File: src/rtl/cdb_arbiter_pkg.sv
// Shared types and system-level sizes for the common data bus arbiter.
// CDB_PACKET is the bundle broadcast to reservation stations and the ROB.
package cdb_arbiter_pkg;

   localparam int ROB_TAG_BITS = 5;
   localparam int CDB_NUM_REQ  = 4;
   localparam int CDB_CNT_W    = 16;

   typedef struct packed {
      logic                    valid;
      logic [31:0]             value;
      logic [ROB_TAG_BITS-1:0] tag;
   } CDB_PACKET;

endpackage

File: src/rtl/cdb_arbiter_rr_picker.sv
// Round-robin picker: a doubled-vector priority encoder.
// The request vector is rotated so the pointer lands at bit 0, then the lowest set bit wins.
module rr_picker #(
   parameter int NUM_REQ = 4,
   parameter int IDX_W   = $clog2(NUM_REQ)
) (
   input  logic [NUM_REQ-1:0] req,
   input  logic [IDX_W-1:0]   ptr,
   output logic [NUM_REQ-1:0] grant_onehot,
   output logic [IDX_W-1:0]   grant_idx,
   output logic               any
);

   localparam logic [IDX_W:0] N_W = (IDX_W+1)'(NUM_REQ);

   logic [2*NUM_REQ-1:0] dbl;
   logic [NUM_REQ-1:0]   rot;
   logic [IDX_W-1:0]     off;
   logic [IDX_W:0]       sum;

   // Rotate, find the first requester at or after ptr, map back to an index.
   always_comb begin
      dbl = {req, req} >> ptr;
      rot = dbl[NUM_REQ-1:0];
      off = '0;
      any = 1'b0;
      for (int i = NUM_REQ - 1; i >= 0; i--) begin
         if (rot[i]) begin
            off = IDX_W'(i);
            any = 1'b1;
         end
      end
      sum = {1'b0, ptr} + {1'b0, off};
      if (sum >= N_W) begin
         sum = sum - N_W;
      end
      grant_idx    = sum[IDX_W-1:0];
      grant_onehot = '0;
      if (any) begin
         grant_onehot[grant_idx] = 1'b1;
      end
   end

endmodule

File: src/rtl/cdb_arbiter.sv
// Common data bus arbiter: one registered broadcast per cycle, round-robin fair.
// Losing units are told to hold their packet through req_busy.
import cdb_arbiter_pkg::*;

module cdb_arbiter #(
   parameter int NUM_REQ = CDB_NUM_REQ,
   parameter int IDX_W   = $clog2(NUM_REQ),
   parameter int CNT_W   = CDB_CNT_W
) (
   input  logic               clock,
   input  logic               reset,
   input  CDB_PACKET          req_pkt [NUM_REQ],
   input  logic               flush,
   output logic [NUM_REQ-1:0] req_busy,
   output CDB_PACKET          cdb_out,
   output logic [IDX_W-1:0]   grant_idx,
   output logic [CNT_W-1:0]   conflict_cnt
);

   localparam logic [IDX_W-1:0]   LAST = IDX_W'(NUM_REQ - 1);
   localparam logic [NUM_REQ-1:0] ONE  = NUM_REQ'(1);

   logic [NUM_REQ-1:0] valid;
   logic [NUM_REQ-1:0] win_oh;
   logic [IDX_W-1:0]   win;
   logic [IDX_W-1:0]   ptr_nxt;
   logic [IDX_W-1:0]   rr_ptr;
   logic               any;
   logic               grant;
   logic               multi;

   // Gather the valid bits that the picker arbitrates over.
   always_comb begin
      valid = '0;
      for (int i = 0; i < NUM_REQ; i++) begin
         valid[i] = req_pkt[i].valid;
      end
   end

   rr_picker #(
      .NUM_REQ (NUM_REQ),
      .IDX_W   (IDX_W)
   ) u_pick (
      .req          (valid),
      .ptr          (rr_ptr),
      .grant_onehot (win_oh),
      .grant_idx    (win),
      .any          (any)
   );

   // Grant, hold-back and contention decode; flush squashes everything.
   always_comb begin
      grant    = any & ~flush;
      multi    = |(valid & (valid - ONE));
      ptr_nxt  = (win == LAST) ? '0 : win + IDX_W'(1);
      req_busy = (reset | flush) ? '0 : (valid & ~win_oh);
   end

   // Broadcast register and round-robin pointer.
   always_ff @(posedge clock or posedge reset) begin
      if (reset) begin
         cdb_out   <= '0;
         grant_idx <= '0;
         rr_ptr    <= '0;
      end else if (grant) begin
         cdb_out       <= req_pkt[win];
         cdb_out.valid <= 1'b1;
         grant_idx     <= win;
         rr_ptr        <= ptr_nxt;
      end else begin
         cdb_out.valid <= 1'b0;
      end
   end

   // Saturating count of contended, non-flushed cycles.
   always_ff @(posedge clock or posedge reset) begin
      if (reset) begin
         conflict_cnt <= '0;
      end else if (!flush && multi && conflict_cnt != '1) begin
         conflict_cnt <= conflict_cnt + CNT_W'(1);
      end
   end

endmodule

File: config.mk
export PLATFORM = sky130hd
export DESIGN_NAME = cdb_arbiter
export DESIGN_NICKNAME = d
export VERILOG_FILES = /design/src/rtl/cdb_arbiter_pkg.sv /design/src/rtl/cdb_arbiter_rr_picker.sv /design/src/rtl/cdb_arbiter.sv
export SDC_FILE = /design/constraint.sdc
export NUM_CORES = 1
export LEC_CHECK = 0
export CORE_ASPECT_RATIO = 0.6
export CORE_MARGIN = 3
export CORE_UTILIZATION = 44
export DETAILED_ROUTE_END_ITERATION = 10
export GPL_TIMING_DRIVEN = 0
export PLACE_DENSITY = 0.83
export SYNTH_ARGS = -nofsm -noshare
export SYNTH_HDL_FRONTEND = slang
export SYNTH_SLANG_ARGS = --single-unit
File: constraint.sdc
create_clock -name clock -period 3.8 [get_ports clock]
set_input_delay 0.76 -clock clock [delete_from_list [all_inputs] [get_ports clock]]
set_output_delay 0.76 -clock clock [all_outputs]
set_load 0.01 [all_outputs]
==> impl_metrics.csv, run 1 <==
group,metric,value,unit
run_status,status,"finished clean",
synth,syn_inst,583,
timing,fin_crit_sh,0.963,
worst_setup_path,end_kind,"output pin",
synth,synth_cell_types,36,
routing,wl,18400,microns
placement,place_worst_setup_slack,-0.983,ns
routing,wire_per_inst,19.3,microns
placement,dp.final_hpwl,14000,microns
timing,setup_viol,0,
timing,finalHoldViolCount,0,
placement,dp.cells,934,
hold_path,hold_start,"cdb_out[31]",
worst_setup_path,startpoint_type,"input pin",
cells_and_area,fill_cells,817,
cells_and_area,insertedDiodeCount,0,
clock_tree,cts_tree,"yes",
routing,drc,0,
die,io_pins,215,
global_route,grt_overflow,0,
die,die_width,144,microns
clock_tree,clkLatencyLatePin,0.33,ns
clock_tree,cts.clk_slew.worst_paths,0.05,ns
clock_tree,clock-sinks,58,
worst_setup_path,r2r-start,"rr_ptr[1]",
cells_and_area,instances_no_fill,952,
timing,fmax,273,MHz
timing,rsz0062_at_grt,"false",
routing,route.vias.total,5636,
clock_tree,h-tree-depth,3,
clock_tree,cts-root-buf,"clkbuf_16",
pwr,leakage,0.00363,uW
placement,gp_congestion,0.835,
routing,drtAntennaViolNets,0,
timing,worst_slew_pin_slew,0.595,ns
global_route,grt_antenna_before_repair,0,
synth,synth-seq-cells,58,
routing,firstDrtPassIters,5,
worst_setup_path,cp.buffers_inverters,3,
synth,synth-seq-area-share,0.288,
pwr,worst_ir_drop_vdd,0.379,mV
die,coreArea,10800,sq um
pwr,pwr_density_cell,784,nW/um^2
cells_and_area,layout.nets,966,
synth,syn_area_per_cell,8.64,sq um
routing,vias_per_cell,5.92,
worst_setup_path,path_cells,"buf_2 -> nor2b_1 -> o21ai_0 -> a2bb2oi_1 -> a21oi_1 -> ha_1 -> xnor2_2 -> xnor2_2 -> buf_4 -> o211a_1 -> clkdlybuf4s50_1",
synth,synth_fp_nets,741,
timing,whs,0.488,ns
pwr,power,6040,uW
die,die_h,88.9,microns
synth,syn_area,5040,sq um
timing,final.setup.worst_slack,0.142,ns
worst_setup_path,ff2ff_path_depth,14,
placement,port_buffers,211,
timing,slew_headroom,0.603,
clock_tree,postCtsHoldBufs,0,
worst_setup_path,cp.required,3.04,ns
cells_and_area,finish.utilization,0.711,
synth,synth_edf_count,0,
worst_setup_path,worstSetupPathType,"in2out",
worst_setup_path,crit_family,"buffers and inverters",
synth,synthFlopType,"dfrtp_1",
worst_setup_path,worstPathArrival,2.90,ns
timing,clock_skew,0.00747,ns
hold_path,hold_path_class,"reg2reg",
cells_and_area,drive_gt1_frac,0.0910,
timing,period_minus_slack,3.66,ns
worst_setup_path,rr_endpoint,"cdb_out[33]",
timing,final_max_slew_viol_count,0,
cells_and_area,layout_common_cells,"clkdlybuf4s50_1, nor3_1, mux2i_1",
global_route,grt_pass1_wl,28100,microns
synth,synth-warning-count,0,
worst_setup_path,crit_top_cell,"xnor2_2",
synth,synthArstFlopShare,1.00,
die,num_rows,29,
cells_and_area,final_common_cell,"clkdlybuf4s50_1",
worst_setup_path,critPathSlowestCell,"clkdlybuf4s50_1",
worst_setup_path,timing.critical_path.from,"req_pkt[113]",
hold_path,worst_hold_path.num_cells,2,
worst_setup_path,crit_path_max_incr_delay,0.54,ns
die,start_util,0.464,
global_route,grt_max_degree,37,
die,die_area,12800,sq um
global_route,grt.total_usage,0.281,
clock_tree,cts_buffer_depth,2,
routing,drtIter0Drc,409,
worst_setup_path,r2r_setup_slack,0.81,ns
clock_tree,cts_buffers,9,
worst_setup_path,critPathMaxFanout,9,
cells_and_area,syn2layout_area_growth,53.1,%
global_route,grt_pass1_vias,5480,
hold_path,min_to,"cdb_out[31]",
job,maxCapViolCount,0,
==> state kept, by name (all words and copies together) (netlist names) <==
register,count
conflict_cnt,16
grant_idx,2
rr_ptr,2
cdb_out,38
==> cells by family (layout without fill, tap and decap cells) <==
kind of cell,after synthesis,in the layout,share of synthesized area
mux,149,149,0.296
buf+inv,64,294,0.0845
flops,58,58,0.288
xor+xnor,18,18,0.0313
fa+ha+maj,4,4,0.00944
compound gates,17,17,0.0273
simple gates,273,273,0.263
==> what timing repair did <==
action,4_1_cts,5_1_grt
gates cloned,0,0
hold endpoints to repair,0,0
buffers inserted,2,1
pin swaps,2,2
resized for setup,13,4
endpoints found under the setup margin,4,4
==> worst register-to-register path: stages (launching register included) <==
cell	delay, ns
dfrtp_1	0.35
buf_2	0.19
o21ai_0	0.17
a21oi_1	0.09
nor3_1	0.17
a21oi_1	0.06
ha_1	0.25
xnor2_2	0.23
buf_4	0.15
buf_4	0.09
buf_2	0.23
clkbuf_1	0.50
nor3_1	0.11
mux2i_1	0.16
nand3_1	0.10
==> per-layer routing <==
metal	up-vias	share of wire	track usage
li1	2569	-	-
met1	2676	0.43	0.387
met2	357	0.45	0.440
met3	34	0.11	0.0670
met4	0	0.016	0.0855
met5	-	0	0
==> synth_stat cells (2+ instances only) <==
master | count | area share
xnor2_1 | 15 | 0.026
buf_6 | 19 | 0.042
o32ai_1 | 2 | 0.0035
nor2b_1 | 3 | 0.0037
nor2_1 | 8 | 0.0060
ha_1 | 3 | 0.0075
buf_2 | 19 | 0.019
mux2i_1 | 148 | 0.29
a21oi_1 | 4 | 0.0040
and3_1 | 3 | 0.0037
nand3_1 | 42 | 0.042
buf_4 | 5 | 0.0075
o211a_1 | 2 | 0.0040
nand4_1 | 6 | 0.0075
inv_1 | 5 | 0.0037
xor2_1 | 3 | 0.0052
clkbuf_1 | 15 | 0.011
nand2_1 | 53 | 0.040
o21ai_0 | 3 | 0.0030
dfrtp_1 | 58 | 0.29
nand2b_1 | 3 | 0.0037
nor3_1 | 150 | 0.15
==> power by group <==
| part | internal, uW | switching (uW) |
|---|---|---|
| Combinational | 1820 | 2280 |
| Clock | 590 | 303 |
| Sequential | 875 | 181 |
| Total | 3280 | 2760 |
==> metrics by stage <==
step,TNS (ns),instance area (sq um)
floorplan,0,5040
global placement,-3.87,7320
detailed placement,-4.77,7340
CTS,0,7700
global route,0,7710
finish,0,7710
==> worst max path at each step <==
stage,endpoint,depth (start not counted)
6_report,req_busy[2],11
3_3_place_gp,req_busy[0],11
3_5_place_dp,req_busy[2],10
5_1_grt,req_busy[0],10
2_1_floorplan,req_busy[3],12
4_1_cts,req_busy[3],12
==> cell type report <==
cell class,instances,area (sq um),area share
repair buffers,215,2150,0.278
well taps,139,174,0.0226
multi-input cells,461,3180,0.412
clock inverters,5,77.6,0.0101
plain buffers,57,417,0.0540
flip-flops and latches,58,1450,0.188
clock buffers,11,243,0.0315
inverters,6,22.5,0.00292
No activity file was read; power rests on OpenSTA's default activity.
==> run 2: changes to the inputs <==
--- a/config.mk
+++ b/config.mk
@@ -10,7 +10,7 @@
 export CORE_UTILIZATION = 44
 export DETAILED_ROUTE_END_ITERATION = 10
 export GPL_TIMING_DRIVEN = 0
-export PLACE_DENSITY = 0.83
+export PLACE_DENSITY_LB_ADDON = 0.15
 export SYNTH_ARGS = -nofsm -noshare
 export SYNTH_HDL_FRONTEND = slang
 export SYNTH_SLANG_ARGS = --single-unit
==> impl_metrics.csv, run 2 (synthesized netlist as in run 1, its figures left out) <==
group,metric,value,unit
run_status,status,"finished clean",
clock_tree,clkLatencyLatePin,0.33,ns
hold_path,hold_start,"grant_idx[1]",
hold_path,hold_path_class,"reg2reg",
worst_setup_path,crit_top_cell,"a21oi_1",
routing,drtAntennaViolNets,0,
routing,drc,0,
timing,fin_crit_sh,0.968,
timing,worst_slew_pin_slew,0.724,ns
cells_and_area,finish.utilization,0.714,
pwr,worst_ir_drop_vdd,0.375,mV
die,start_util,0.464,
placement,gp_congestion,0.913,
cells_and_area,multi_input_area,3190,sq um
timing,finalHoldViolCount,0,
die,io_pins,215,
worst_setup_path,cp.required,3.04,ns
cells_and_area,layout.nets,971,
clock_tree,cts_buffers,9,
routing,firstDrtPassIters,5,
cells_and_area,largest_reg_flops,38,
worst_setup_path,cp.buffers_inverters,4,
cells_and_area,layout_common_cells,"clkdlybuf4s50_1, nor3_1, mux2i_1",
clock_tree,cts.clk_slew.worst_paths,0.05,ns
global_route,grt_overflow,0,
cells_and_area,final_common_cell,"clkdlybuf4s50_1",
placement,dp.final_hpwl,13900,microns
global_route,grt_antenna_before_repair,0,
worst_setup_path,timing.critical_path.from,"req_pkt[151]",
worst_setup_path,crit_path_max_incr_delay,0.27,ns
routing,wl,17800,microns
placement,placed_cell_area,7340,sq um
routing,drtIter0Drc,295,
die,die_width,144,microns
cells_and_area,drive_gt1_frac,0.0967,
clock_tree,cts-root-buf,"clkbuf_16",
cells_and_area,fin_area,7750,sq um
worst_setup_path,r2r-start,"rr_ptr[1]",
global_route,grt_pass1_wl,27300,microns
clock_tree,cts_buffer_depth,2,
worst_setup_path,worstPathArrival,2.92,ns
global_route,grt.total_usage,0.272,
timing,slew_headroom,0.516,
cells_and_area,regMostFlops,"cdb_out",
timing,period_minus_slack,3.68,ns
clock_tree,clock-sinks,58,
worst_setup_path,critPathMaxFanout,8,
routing,wire_per_inst,18.6,microns
worst_setup_path,end_kind,"output pin",
timing,clock_skew,0.00495,ns
routing,route.vias.total,5501,
clock_tree,cts_tree,"yes",
placement,port_buffers,211,
worst_setup_path,worstSetupPathType,"in2out",
die,die_area,12800,sq um
worst_setup_path,crit_family,"adder cells",
die,coreArea,10800,sq um
clock_tree,h-tree-depth,3,
worst_setup_path,r2r_setup_slack,0.85,ns
die,die_h,88.9,microns
routing,vias_per_cell,5.75,
cells_and_area,syn2layout_area_growth,53.9,%
pwr,pwr_density_cell,782,nW/um^2
cells_and_area,top_regs,"cdb_out (38), conflict_cnt (16)",
worst_setup_path,startpoint_type,"input pin",
pwr,leakage,0.00366,uW
timing,final_max_slew_viol_count,0,
global_route,grt_max_degree,31,
worst_setup_path,path_cells,"buf_6 -> inv_1 -> o21ai_0 -> a21oi_1 -> nor3_1 -> a21oi_1 -> ha_2 -> xnor2_4 -> xnor2_2 -> inv_2 -> ha_1 -> nor4_2 -> clkbuf_2",
timing,setup_viol,0,
job,maxCapViolCount,0,
clock_tree,postCtsHoldBufs,0,
cells_and_area,insertedDiodeCount,0,
worst_setup_path,critPathSlowestCell,"xnor2_2",
cells_and_area,fill_cells,806,
cells_and_area,seqCellArea,1450,sq um
timing,fmax,272,MHz
global_route,grt_pass1_vias,5398,
die,num_rows,29,
## run 2: cell types whose count changed in the layout (fill, tap and decap cells not counted), sizes merged
| cell | before | now |
|---|---|---|
| buf | 46 | 53 |
| clkinv | 2 | 1 |
| bufinv | 2 | 1 |
| clkinvlp | 1 | 0 |
## run 2: area by class of cell
| cell class | count | share of cell area |
|---|---|---|
| clock inverter | 2 | 0.00452 |
| sequential | 58 | 0.187 |
| tap | 139 | 0.0224 |
| clock buffer | 13 | 0.0349 |
| multi-input combinational | 461 | 0.412 |
| buffer | 57 | 0.0538 |
| timing repair buffer | 220 | 0.282 |
| inverter | 6 | 0.00291 |
## run 2: metal layers
layer	global-route usage	part of all wire
met5	0	0
met4	0.0872	0.016
met3	0.0729	0.096
met2	0.429	0.45
met1	0.368	0.43
## run 2: report_power, final
part | switching [uW] | leakage [uW] | internal (uW)
clock network | 287 | 0.000152 | 556
logic | 2260 | 0.00277 | 1890
registers | 186 | 0.000729 | 875
## run 2: through the flow
step	TNS (ns)	power, uW	setup slack [ns]	hold slack [ns]	cells
5_1_grt	-0.00192	6440	-0.00192	0.528	956
6_report	0	6060	0.121	0.477	956
3_5_place_dp	-5.43	4980	-1.07	0.472	934
4_1_cts	0	5890	0.0213	0.484	949
2_1_floorplan	0	3590	0.350	0.511	583
3_3_place_gp	-4.34	4840	-0.959	0.467	933
## run 2: what timing repair did
item,CTS,global route
setup endpoints to repair,4,4
gates resized for setup,11,10
pin swaps,1,3
buffers inserted,1,7
## run 2: worst paths after layout
path | to | cells past startpoint
max reg2reg | cdb_out[19] | 13
max | req_busy[3] | 13
min reg2reg | grant_idx[1] | 2
min | grant_idx[1] | 2
max in group asynchronous | cdb_out[12] | 3
min in group asynchronous | cdb_out[37] | 2
## run 2: worst reg2reg max path, cell delays in order, from the launching register on
cell	delay (ns)
dfrtp_1	0.32
buf_2	0.24
o21ai_0	0.14
a21oi_1	0.19
nor3_1	0.07
a21oi_1	0.16
ha_2	0.27
buf_4	0.13
xor2_1	0.18
buf_2	0.26
clkbuf_1	0.40
nor3_1	0.11
mux2i_1	0.23
nand3_1	0.11
==> run 3: changes to the inputs <==
--- a/config.mk
+++ b/config.mk
@@ -8,9 +8,11 @@
 export CORE_ASPECT_RATIO = 0.6
 export CORE_MARGIN = 3
 export CORE_UTILIZATION = 44
+export CTS_CLUSTER_SIZE = 30
 export DETAILED_ROUTE_END_ITERATION = 10
 export GPL_TIMING_DRIVEN = 0
 export PLACE_DENSITY_LB_ADDON = 0.15
+export SKIP_LAST_GASP = 1
 export SYNTH_ARGS = -nofsm -noshare
 export SYNTH_HDL_FRONTEND = slang
 export SYNTH_SLANG_ARGS = --single-unit
==> results of run 3 <==
The final DEF is identical to that of run 2; final timing and power are the same.
